[src/rtl/snake_pkg.sv]
// Shared definitions for the snake core: board geometry, capacities, FSM states.
package snake_pkg;

  localparam int unsigned BOARD_WIDTH  = 20;
  localparam int unsigned BOARD_HEIGHT = 20;
  localparam int unsigned ADDR_WIDTH   = 5;
  localparam int unsigned MAX_LEN      = 32;
  localparam int unsigned PTR_WIDTH    = 5;
  localparam int unsigned LEN_WIDTH    = 6;
  localparam int unsigned INIT_LEN     = 3;

  // Direction encodings shared with snake_logic
  localparam logic [1:0] DIR_UP    = 2'd0;
  localparam logic [1:0] DIR_RIGHT = 2'd1;
  localparam logic [1:0] DIR_DOWN  = 2'd2;
  localparam logic [1:0] DIR_LEFT  = 2'd3;

  // Body FSM states
  localparam logic [1:0] ST_RUN    = 2'd0;
  localparam logic [1:0] ST_CHECK  = 2'd1;
  localparam logic [1:0] ST_COMMIT = 2'd2;
  localparam logic [1:0] ST_DEAD   = 2'd3;

  typedef logic [ADDR_WIDTH-1:0] coord_t;

  typedef struct packed {
    coord_t x;
    coord_t y;
  } cell_t;

  // Starting position of segment k (0 = tail), laid out westward from board centre
  function automatic cell_t init_cell(int k, int init_len);
    cell_t c;
    c.x = ADDR_WIDTH'(int'(BOARD_WIDTH / 2) - (init_len - 1 - k));
    c.y = ADDR_WIDTH'(BOARD_HEIGHT / 2);
    return c;
  endfunction

endpackage

[src/rtl/snake_body_if.sv]
// Bus between the game controller / snake_logic side and the body store.
interface snake_body_if;
  import snake_pkg::*;

  logic                  tick;
  logic [ADDR_WIDTH-1:0] next_head_x;
  logic [ADDR_WIDTH-1:0] next_head_y;
  logic [ADDR_WIDTH-1:0] food_x;
  logic [ADDR_WIDTH-1:0] food_y;
  logic [ADDR_WIDTH-1:0] query_x;
  logic [ADDR_WIDTH-1:0] query_y;
  logic [ADDR_WIDTH-1:0] head_x;
  logic [ADDR_WIDTH-1:0] head_y;
  logic [LEN_WIDTH-1:0]  length;
  logic                  busy;
  logic                  ate;
  logic                  step_done;
  logic                  game_over;
  logic                  query_hit;

  modport master (
    output tick, next_head_x, next_head_y, food_x, food_y, query_x, query_y,
    input  head_x, head_y, length, busy, ate, step_done, game_over, query_hit
  );

  modport slave (
    input  tick, next_head_x, next_head_y, food_x, food_y, query_x, query_y,
    output head_x, head_y, length, busy, ate, step_done, game_over, query_hit
  );

endinterface

[src/rtl/snake_seg_ram.sv]
// Segment ring buffer: one write port, one scan read port, parallel occupancy probe.
module snake_seg_ram import snake_pkg::*; #(
  parameter  int unsigned DEPTH = MAX_LEN,
  parameter  int unsigned INIT  = INIT_LEN,
  localparam int unsigned PW    = $clog2(DEPTH)
) (
  input  logic                 clk,
  input  logic                 reset_n,
  input  logic                 we,
  input  logic [PW-1:0]        wr_ptr,
  input  cell_t                wr_cell,
  input  logic [PW-1:0]        rd_ptr,
  output cell_t                rd_cell_c,
  input  logic [PW-1:0]        tail_ptr,
  input  logic [LEN_WIDTH-1:0] len,
  input  cell_t                query,
  output logic                 query_hit
);

  cell_t seg [DEPTH];
  logic  hit_c;

  // Segment storage; reset lays out the initial snake from index 0 (tail)
  always_ff @(posedge clk or negedge reset_n) begin
    if (!reset_n) begin
      for (int k = 0; k < int'(DEPTH); k++) begin
        seg[k] <= (k < int'(INIT)) ? init_cell(k, int'(INIT)) : '0;
      end
    end else if (we) begin
      seg[wr_ptr] <= wr_cell;
    end
  end

  assign rd_cell_c = seg[rd_ptr];

  // An entry is live when its distance from the tail is below the length
  always_comb begin
    hit_c = 1'b0;
    for (int i = 0; i < int'(DEPTH); i++) begin
      if ((LEN_WIDTH'(PW'(PW'(i) - tail_ptr)) < len) && (seg[i] == query)) begin
        hit_c = 1'b1;
      end
    end
  end

  // Registered occupancy result
  always_ff @(posedge clk or negedge reset_n) begin
    if (!reset_n) query_hit <= 1'b0;
    else          query_hit <= hit_c;
  end

endmodule

[src/rtl/snake_body.sv]
// Snake body: per-tick sequential self-collision scan, then grow/shift commit or game over.
module snake_body import snake_pkg::*; #(
  parameter  int unsigned MAX_LEN_P  = MAX_LEN,
  parameter  int unsigned INIT_LEN_P = INIT_LEN,
  localparam int unsigned PW         = $clog2(MAX_LEN_P)
) (
  input  logic       clk,
  input  logic       reset_n,
  snake_body_if.slave bus
);

  logic [1:0]           state, state_d;
  logic [PW-1:0]        head_ptr, head_ptr_d;
  logic [PW-1:0]        tail_ptr, tail_ptr_d;
  logic [PW-1:0]        sp, sp_d;
  logic [LEN_WIDTH-1:0] len, len_d;
  logic [LEN_WIDTH-1:0] n, n_d;
  cell_t                cand, cand_d;
  cell_t                head, head_d;
  logic                 eat, eat_d;
  logic                 ate, ate_d;
  logic                 step_done, step_done_d;
  logic                 game_over, game_over_d;
  logic                 busy, busy_d;
  logic                 we_c;
  logic [PW-1:0]        wr_ptr_c;
  cell_t                rd_cell_c;
  cell_t                next_head_c, food_c, query_c;
  logic                 query_hit;

  assign next_head_c = '{x: bus.next_head_x, y: bus.next_head_y};
  assign food_c      = '{x: bus.food_x,      y: bus.food_y};
  assign query_c     = '{x: bus.query_x,     y: bus.query_y};
  assign wr_ptr_c    = PW'(head_ptr + PW'(1));

  snake_seg_ram #(.DEPTH(MAX_LEN_P), .INIT(INIT_LEN_P)) u_ram (
    .clk       (clk),
    .reset_n   (reset_n),
    .we        (we_c),
    .wr_ptr    (wr_ptr_c),
    .wr_cell   (cand),
    .rd_ptr    (sp),
    .rd_cell_c (rd_cell_c),
    .tail_ptr  (tail_ptr),
    .len       (len),
    .query     (query_c),
    .query_hit (query_hit)
  );

  // Next-state and output decode
  always_comb begin
    state_d     = state;
    head_ptr_d  = head_ptr;
    tail_ptr_d  = tail_ptr;
    sp_d        = sp;
    len_d       = len;
    n_d         = n;
    cand_d      = cand;
    head_d      = head;
    eat_d       = eat;
    ate_d       = 1'b0;
    step_done_d = 1'b0;
    game_over_d = game_over;
    we_c        = 1'b0;
    case (state)
      ST_RUN: begin
        if (bus.tick) begin
          cand_d  = next_head_c;
          eat_d   = (next_head_c == food_c);
          // Without food the tail vacates this step, so it is not scanned
          sp_d    = eat_d ? tail_ptr : PW'(tail_ptr + PW'(1));
          n_d     = eat_d ? len : LEN_WIDTH'(len - LEN_WIDTH'(1));
          state_d = ST_CHECK;
        end
      end
      ST_CHECK: begin
        if (rd_cell_c == cand) begin
          state_d = ST_DEAD;
        end else begin
          sp_d = PW'(sp + PW'(1));
          n_d  = LEN_WIDTH'(n - LEN_WIDTH'(1));
          if (n == LEN_WIDTH'(1)) state_d = ST_COMMIT;
        end
      end
      ST_COMMIT: begin
        we_c       = 1'b1;
        head_ptr_d = wr_ptr_c;
        head_d     = cand;
        if (eat && (len < LEN_WIDTH'(MAX_LEN_P))) len_d = LEN_WIDTH'(len + LEN_WIDTH'(1));
        else                                      tail_ptr_d = PW'(tail_ptr + PW'(1));
        step_done_d = 1'b1;
        ate_d       = eat;
        state_d     = ST_RUN;
      end
      ST_DEAD: begin
        game_over_d = 1'b1;
      end
      default: state_d = ST_RUN;
    endcase
    busy_d = (state_d == ST_CHECK) || (state_d == ST_COMMIT);
  end

  // State and committed-snake registers
  always_ff @(posedge clk or negedge reset_n) begin
    if (!reset_n) begin
      state     <= ST_RUN;
      head_ptr  <= PW'(INIT_LEN_P - 1);
      tail_ptr  <= '0;
      sp        <= '0;
      len       <= LEN_WIDTH'(INIT_LEN_P);
      n         <= '0;
      cand      <= '0;
      head      <= '{x: ADDR_WIDTH'(BOARD_WIDTH / 2), y: ADDR_WIDTH'(BOARD_HEIGHT / 2)};
      eat       <= 1'b0;
      ate       <= 1'b0;
      step_done <= 1'b0;
      game_over <= 1'b0;
      busy      <= 1'b0;
    end else begin
      state     <= state_d;
      head_ptr  <= head_ptr_d;
      tail_ptr  <= tail_ptr_d;
      sp        <= sp_d;
      len       <= len_d;
      n         <= n_d;
      cand      <= cand_d;
      head      <= head_d;
      eat       <= eat_d;
      ate       <= ate_d;
      step_done <= step_done_d;
      game_over <= game_over_d;
      busy      <= busy_d;
    end
  end

  assign bus.head_x    = head.x;
  assign bus.head_y    = head.y;
  assign bus.length    = len;
  assign bus.busy      = busy;
  assign bus.ate       = ate;
  assign bus.step_done = step_done;
  assign bus.game_over = game_over;
  assign bus.query_hit = query_hit;

endmodule

[src/flat_wrapper.sv]
// flat-port wrapper written by rule: the top's interface ports become plain ports
module snake_body_flat import snake_pkg::*;
#(
  parameter  int unsigned MAX_LEN_P  = MAX_LEN,
  parameter  int unsigned INIT_LEN_P = INIT_LEN,
  localparam int unsigned PW         = $clog2(MAX_LEN_P)
)
  (clk, reset_n, bus_tick, bus_next_head_x, bus_next_head_y, bus_food_x, bus_food_y, bus_query_x, bus_query_y, bus_head_x, bus_head_y, bus_length, bus_busy, bus_ate, bus_step_done, bus_game_over, bus_query_hit);
  snake_body_if bus_i ();
  input  logic clk;
  input  logic reset_n;
  input wire logic [$bits(bus_i.tick)-1:0] bus_tick;
  input wire logic [$bits(bus_i.next_head_x)-1:0] bus_next_head_x;
  input wire logic [$bits(bus_i.next_head_y)-1:0] bus_next_head_y;
  input wire logic [$bits(bus_i.food_x)-1:0] bus_food_x;
  input wire logic [$bits(bus_i.food_y)-1:0] bus_food_y;
  input wire logic [$bits(bus_i.query_x)-1:0] bus_query_x;
  input wire logic [$bits(bus_i.query_y)-1:0] bus_query_y;
  output wire logic [$bits(bus_i.head_x)-1:0] bus_head_x;
  output wire logic [$bits(bus_i.head_y)-1:0] bus_head_y;
  output wire logic [$bits(bus_i.length)-1:0] bus_length;
  output wire logic [$bits(bus_i.busy)-1:0] bus_busy;
  output wire logic [$bits(bus_i.ate)-1:0] bus_ate;
  output wire logic [$bits(bus_i.step_done)-1:0] bus_step_done;
  output wire logic [$bits(bus_i.game_over)-1:0] bus_game_over;
  output wire logic [$bits(bus_i.query_hit)-1:0] bus_query_hit;
  assign bus_i.tick = bus_tick;
  assign bus_i.next_head_x = bus_next_head_x;
  assign bus_i.next_head_y = bus_next_head_y;
  assign bus_i.food_x = bus_food_x;
  assign bus_i.food_y = bus_food_y;
  assign bus_i.query_x = bus_query_x;
  assign bus_i.query_y = bus_query_y;
  assign bus_head_x = bus_i.head_x;
  assign bus_head_y = bus_i.head_y;
  assign bus_length = bus_i.length;
  assign bus_busy = bus_i.busy;
  assign bus_ate = bus_i.ate;
  assign bus_step_done = bus_i.step_done;
  assign bus_game_over = bus_i.game_over;
  assign bus_query_hit = bus_i.query_hit;
  snake_body #(.MAX_LEN_P(MAX_LEN_P), .INIT_LEN_P(INIT_LEN_P)) u_core (.clk(clk), .reset_n(reset_n), .bus(bus_i));
endmodule
[config.mk]
export PLATFORM = sky130hd
export DESIGN_NAME = snake_body_flat
export DESIGN_NICKNAME = d
export VERILOG_FILES = /design/src/rtl/snake_pkg.sv /design/src/rtl/snake_body_if.sv /design/src/rtl/snake_seg_ram.sv /design/src/rtl/snake_body.sv /design/src/flat_wrapper.sv
export SDC_FILE = /design/constraint.sdc
export NUM_CORES = 1
export LEC_CHECK = 0
export BUFFER_PORTS_ARGS = -buffer_cell sky130_fd_sc_hd__buf_2
export CAP_MARGIN = 20
export CORE_MARGIN = 1
export CORE_UTILIZATION = 30
export DETAILED_ROUTE_END_ITERATION = 16
export PLACE_DENSITY_LB_ADDON = 0.1
export SYNTH_ARGS = -nofsm -noshare
export SYNTH_HDL_FRONTEND = slang
export SYNTH_HIERARCHICAL = 1
export SYNTH_SLANG_ARGS = --single-unit
[constraint.sdc]
create_clock -name clk -period 6.6 [get_ports clk]
set_input_delay 0.66 -clock clk [delete_from_list [all_inputs] [get_ports clk]]
set_output_delay 0.66 -clock clk [all_outputs]
set_load 0.005 [all_outputs]
# After elaboration in Yosys (flattened, before gate mapping)

Index checks and enable logic that the tools add are counted.

Register bits after elaboration: 375
Input port bits: 33
Output and inout port bits: 21
Word-level logic and storage cells: 292

Add/sub/neg operators: 38
$lt $le $gt $ge: 36
Equal/unequal tests: 42
Multiplexer cells: 52
Bitwise logic cells: 3
Reduce and logical (&&, ||, !) cells: 41

Operator list:

| cell                | count |
|---|---|
| $eq 10x10->1        | 34 |
| $bwmux 320          | 1 |
| $lt 5x6->1          | 32 |
| $sub 5x5->5 const A | 16 |
| $bmux 10 s5         | 1 |
| $demux 10 s5        | 1 |
| $sub 4x5->5 const A | 8 |
| $logic_and 1x1->1   | 34 |
| $mux 1              | 34 |
| $mux 10             | 3 |
| $sub 3x5->5 const A | 4 |
| $mux 6              | 3 |
| $add 5x1->5 const B | 3 |
| $mux 5              | 3 |
| $ge 6x6->1 const B  | 2 |
| $not 5->6           | 2 |
| $pmux 6 s2          | 1 |
| $sub 6x1->6 const B | 2 |
| $pmux 5 s2          | 1 |
| $sub 1x5->5 const A | 2 |
| $sub 2x5->5 const A | 2 |
| $add 6x1->6 const B | 1 |
| $eq 2x2->1 const B  | 3 |
| $eq 6x1->1 const B  | 1 |
| 12 further kinds    | 18 |

# Depth between registers and ports, before layout

Depth in word-level cells: 35
Mapped depth: 14
Mapped depth without buffers: 13

# Hierarchy

The synthesis kept the hierarchy.

Modules (own cells, without submodules):

| module        | times used | cells each | area each (um2) | seq. area each (um2) |
|---|---|---|---|---|
| snake_seg_ram | 1          | 1,612      | 20,423.3        | 8,046.5 |
| snake_body    | 1          | 270        | 2,856.5         | 1,360.1 |

# Worst setup path before layout

OpenSTA, ideal clock, no wires.

Path type: flip-flop to flip-flop
Start point: register, netlist name u_core/sp[0]
End point: register u_core/cand[1] (netlist bit)
Library setup time: 0.125 ns
Arrival: 3.315 ns
Required time: 6.475 ns
Path slack: 3.159 ns
Cell stages (with the launch flop): 12
Buffers on the path: 3
Period minus slack after synthesis: 3.441 ns
Cells stage by stage: dfrtp_1 -> buf_6 -> buf_2 -> mux4_2 -> mux4_2 -> mux2_2 -> xor2_1 -> nor4_4 -> nand4_4 -> nand3_4 -> buf_12 -> mux2_4

RTL lines:

| what                   | line              | source |
|---|---|---|
| end signal: assignment | snake_body.sv:126 | `cand <= cand_d;` |
| end: declaration       | snake_body.sv:18  | `cell_t cand, cand_d;` |

==> summary by stage <==
Logic synthesis
By count the netlist is led by sky130_fd_sc_hd__dfrtp_1, sky130_fd_sc_hd__mux2_2, sky130_fd_sc_hd__xor2_1, sky130_fd_sc_hd__xnor2_1, sky130_fd_sc_hd__mux4_2. Synthesis produced a netlist whose cell count is 1882. The netlist uses 72 different library cells. In this run, synthesis produced a sequential element count of 375.

The number of flops mapped to enable cells by yosys is 0. Counting flops with an async set or reset pin after synthesis yields a share of 100%. The mean cell area of the mapped netlist is between 10 and 15 µm². Summed over all instances, the cell type with the most area after synthesis is sky130_fd_sc_hd__dfrtp_1. The synthesized design devotes to its leading area cell type 38.4% of total area.

The number of warnings reported in the yosys synthesis log is 6. Synthesis produced a netlist with a net count of 1995. By area the synthesized netlist is led by sky130_fd_sc_hd__dfrtp_1, sky130_fd_sc_hd__mux2_2, sky130_fd_sc_hd__mux4_2. The most numerous cell in the Yosys netlist is sky130_fd_sc_hd__dfrtp_1. Among all flip-flop cells after synthesis, the most frequent one is sky130_fd_sc_hd__dfrtp_1. Of the synthesized area, sequential elements account for 40.4%.

The mapped netlist covers 23300 µm².

Floorplanning
During I/O placement, the number of pins put on the boundary was 54. The die area is 78700 µm². The effective utilization at floorplan is 30.5%.

Row generation in the floorplan step produced 101 rows. The horizontal extent of the die is 281 µm. The area of the core region is around 76000 µm². The die outline height is 281 µm.

Global routing
The overall fraction of global-route tracks in use is 22.0%. The global-route wire length before repair is 124 mm. The total global routing overflow is 0. The via count of the first global-routing pass is 16400. The pin count of the biggest net entering global routing is 105. The initial antenna violation count is 4.

Worst setup path
The worst-path cell with the longest stage delay is sky130_fd_sc_hd__dfrtp_4. The worst setup path is of the reg -> reg kind. The highest net fanout along the worst path is between 50 and 60. For the worst setup path, the data arrival time is 4.98 ns. The most common cell type on the critical path is sky130_fd_sc_hd__mux4_2.

Counting both buffers and inverters, the worst setup path holds a total of 1. At the worst endpoint, the required time is just over 7 ns. Traced cell by cell, the critical path runs through buf_12 > mux4_2 > mux4_2 > mux2_2 > xor2_1 > nor4_4 > nand4_4 > nand3_4 > mux2_1.

In this design, the largest share of critical-path delay is due to multiplexers. The critical path's largest stage delay is ~0.84 ns. The worst setup path is launched from a flop. The type of element capturing the critical path is a flop.

Route
The sum of routed wire length over all layers is 85.8 mm. The average vias per placed instance is 5.33. In this run, the number of DRC markers left after iteration 0 of detailed routing was 1261. The total iterations of the first detailed-routing run is 5. After detailed routing, the average wire length per cell comes to 28.8 µm.

The post-detailed-route DRC marker count is 0. The number of routed nets with antenna violations is 0. The number of vias in the routed layout is 15900.

Clocking
The maximum clock insertion buffer count is 3. The number of gates resized after cts is 0. The total number of clock tree sinks is 375. TritonCTS built the clock tree.

The number of CTS-inserted buffers is 48. The setup fix buffers added after clock tree synthesis is 0. The cell sitting at the root of the clock tree is a sky130_fd_sc_hd__clkbuf_16. For the worst-skew pair, the clock arrives at the later sink with an insertion delay of 0.61 ns. The hold buffer count at cts is 0.

The clock-pin transition on the worst setup and hold timing paths is 0.06 ns. The number of H-tree levels is 2.

STA
The number of hold-slack violations in the final timing report is 0. Static timing analysis puts the maximum clock frequency at between 200 and 250 MHz. The final hold slack is around 0.1 ns. The max-slew violation count was 0.

Across the routed clock network, the largest skew measured is between 0.02 and 0.025 ns. The final setup violation count is 0. The post-route minimum period is between 4 and 5 ns. The final-layout setup total negative slack is 0 ns.

The worst pin sits at a relative slew slack of 16.9%. The worst-margin pin slew is 1.24 ns. Setup repair after global routing left no endpoint under its margin. Of the available clock period, the critical path in the final layout requires 68.1%.

Final layout
The design area is 26200 µm². Of the cells placed in the final design, the portion with a size suffix greater than 1 is 33.7%. The growth of design area from synthesis to finish is 12.6%. The final net count is 2024. The filler cells instantiated in the layout total 7622.

Job
Max-cap violations in this run came to 0.

Power
The total leakage power is 12.1 nW. Combinational logic is responsible for 4.4% of the overall power. The net switching component of the power is between 1 and 1.5 mW. Net switching is 24.2% of the power. Across the VDD grid, the largest voltage drop is 185 µV. The total design power is approximately 5.2 mW.

The internal power consumption is 3.95 mW. The sequential cell fraction of total power is 44.1%. The power density over the cells is 199 nW/µm².

The clock network is responsible for 51.5% of the overall power.

Placed design
The routability-driven placement congestion ratio is 0.857. The estimated wirelength of the detail-placed design is 62.5 mm. In this run the cell area measured after placement is ~25000 µm². The total of buffers placed on input and output ports is 53.

Min path
The min-delay analysis places its worst path in the category in -> async.

Outcome
The run finished with clean final reports.
-- sequential cells by signal (all words and copies together) (netlist names), 2 cells and up --
signal and cells:
u_core/bus.head_x 5, u_core/bus.head_y 5, u_core/bus.length 6, u_core/cand 10, u_core/head_ptr 5, u_core/n 6
u_core/sp 5, u_core/state 2, u_core/tail_ptr 5, u_core/u_ram/seg 320
-- power groups by stage --
stage,sequential (mW),clock [mW],combinational (mW)
final,2.30,2.69,0.231
after global routing,2.30,2.85,0.253
after CTS,2.30,2.77,0.236
after detailed placement,2.34,0,0.235
after global placement,2.34,0,0.235
after floorplan,2.34,0,0.129
-- final cells by class --
type | count | area, µm² | share of cell area, %
Inverter | 63 | 236 | 0.902
Clock buffer | 66 | 1380 | 5.27
Sequential cell | 375 | 9410 | 35.9
Clock inverter | 22 | 228 | 0.869
Tap cell | 1030 | 1290 | 4.92
Multi-Input combinational cell | 1328 | 13000 | 49.7
Timing Repair Buffer | 95 | 632 | 2.41
Antenna cell | 1 | 2.50 | 0.00955
-- kinds of logic after synthesis --
family | Yosys count | share of synthesized area (%)
adders and majority gates | 80 | 4.30
buffers and inverters | 179 | 3.66
AOI/OAI and AO/OA | 125 | 3.92
muxes | 443 | 26.4
and+or+nand+nor | 293 | 6.75
DFF | 375 | 40.4
xor gates and xnor gates | 387 | 14.6
-- metal layers --
metal | share of wire (%) | track usage (%) | vias up | routed length (µm)
met3 | 6.3 | 4.48 | 118 | 5390
met1 | 45 | 30.4 | 8414 | 38700
met5 | 0.040 | 0 | - | 34
li1 | - | - | 6821 | -
met4 | 2.9 | 6.59 | 6 | 2510
met2 | 46 | 34.6 | 522 | 39100
-- cells in the final DEF, fill, tap and decap left out, types with 6 or more instances in the layout --
master,n
sky130_fd_sc_hd__dfrtp_1,355
sky130_fd_sc_hd__mux2_2,330
sky130_fd_sc_hd__xor2_1,224
sky130_fd_sc_hd__xnor2_1,163
sky130_fd_sc_hd__mux4_2,100
sky130_fd_sc_hd__ha_1,80
sky130_fd_sc_hd__nand2_1,75
sky130_fd_sc_hd__inv_1,60
sky130_fd_sc_hd__buf_2,52
sky130_fd_sc_hd__clkbuf_16,49
sky130_fd_sc_hd__nand4_1,41
sky130_fd_sc_hd__nor4_1,38
sky130_fd_sc_hd__buf_4,36
sky130_fd_sc_hd__nor2_1,34
sky130_fd_sc_hd__nand3_1,30
sky130_fd_sc_hd__a21oi_1,28
sky130_fd_sc_hd__nor3_1,25
sky130_fd_sc_hd__dfstp_2,18
sky130_fd_sc_hd__clkinv_2,13
sky130_fd_sc_hd__a2111oi_0,13
sky130_fd_sc_hd__o21ai_0,11
sky130_fd_sc_hd__nand2b_1,10
sky130_fd_sc_hd__clkbuf_8,9
sky130_fd_sc_hd__mux2_4,9
sky130_fd_sc_hd__a21o_1,9
sky130_fd_sc_hd__clkbuf_1,8
sky130_fd_sc_hd__a2111o_1,8
sky130_fd_sc_hd__nor2_2,8
sky130_fd_sc_hd__nor2b_1,6
-- worst paths after layout --
check | startpoint | to | slack, ns | depth (start not counted)
worst max-delay path | u_core/sp[0] | u_core/cand[0] | 2.11 | 9
worst min register to register | u_core/bus.head_x[1] | u_core/bus.head_x[1] | 0.46 | 2
worst max register to register | u_core/sp[0] | u_core/cand[0] | 2.11 | 9
min in group clk | bus_next_head_x[3] | u_core/cand[8] | 0.33 | 2
max in group asynchronous | reset_n | u_core/u_ram/seg[220] | 5.01 | 2
worst min-delay path | reset_n | u_core/u_ram/seg[315] | 0.1 | 1
-- through the flow --
step	utilization (%)	worst slack [ns]	cells
floorplan	-	3.16	1882
global placement	32.2	2.16	2885
detailed placement	32.2	2.09	2891
CTS	34.3	2.06	2979
global route	34.3	1.84	2979
finish	34.3	2.11	2980
No activity file was read; power rests on OpenSTA's default activity.
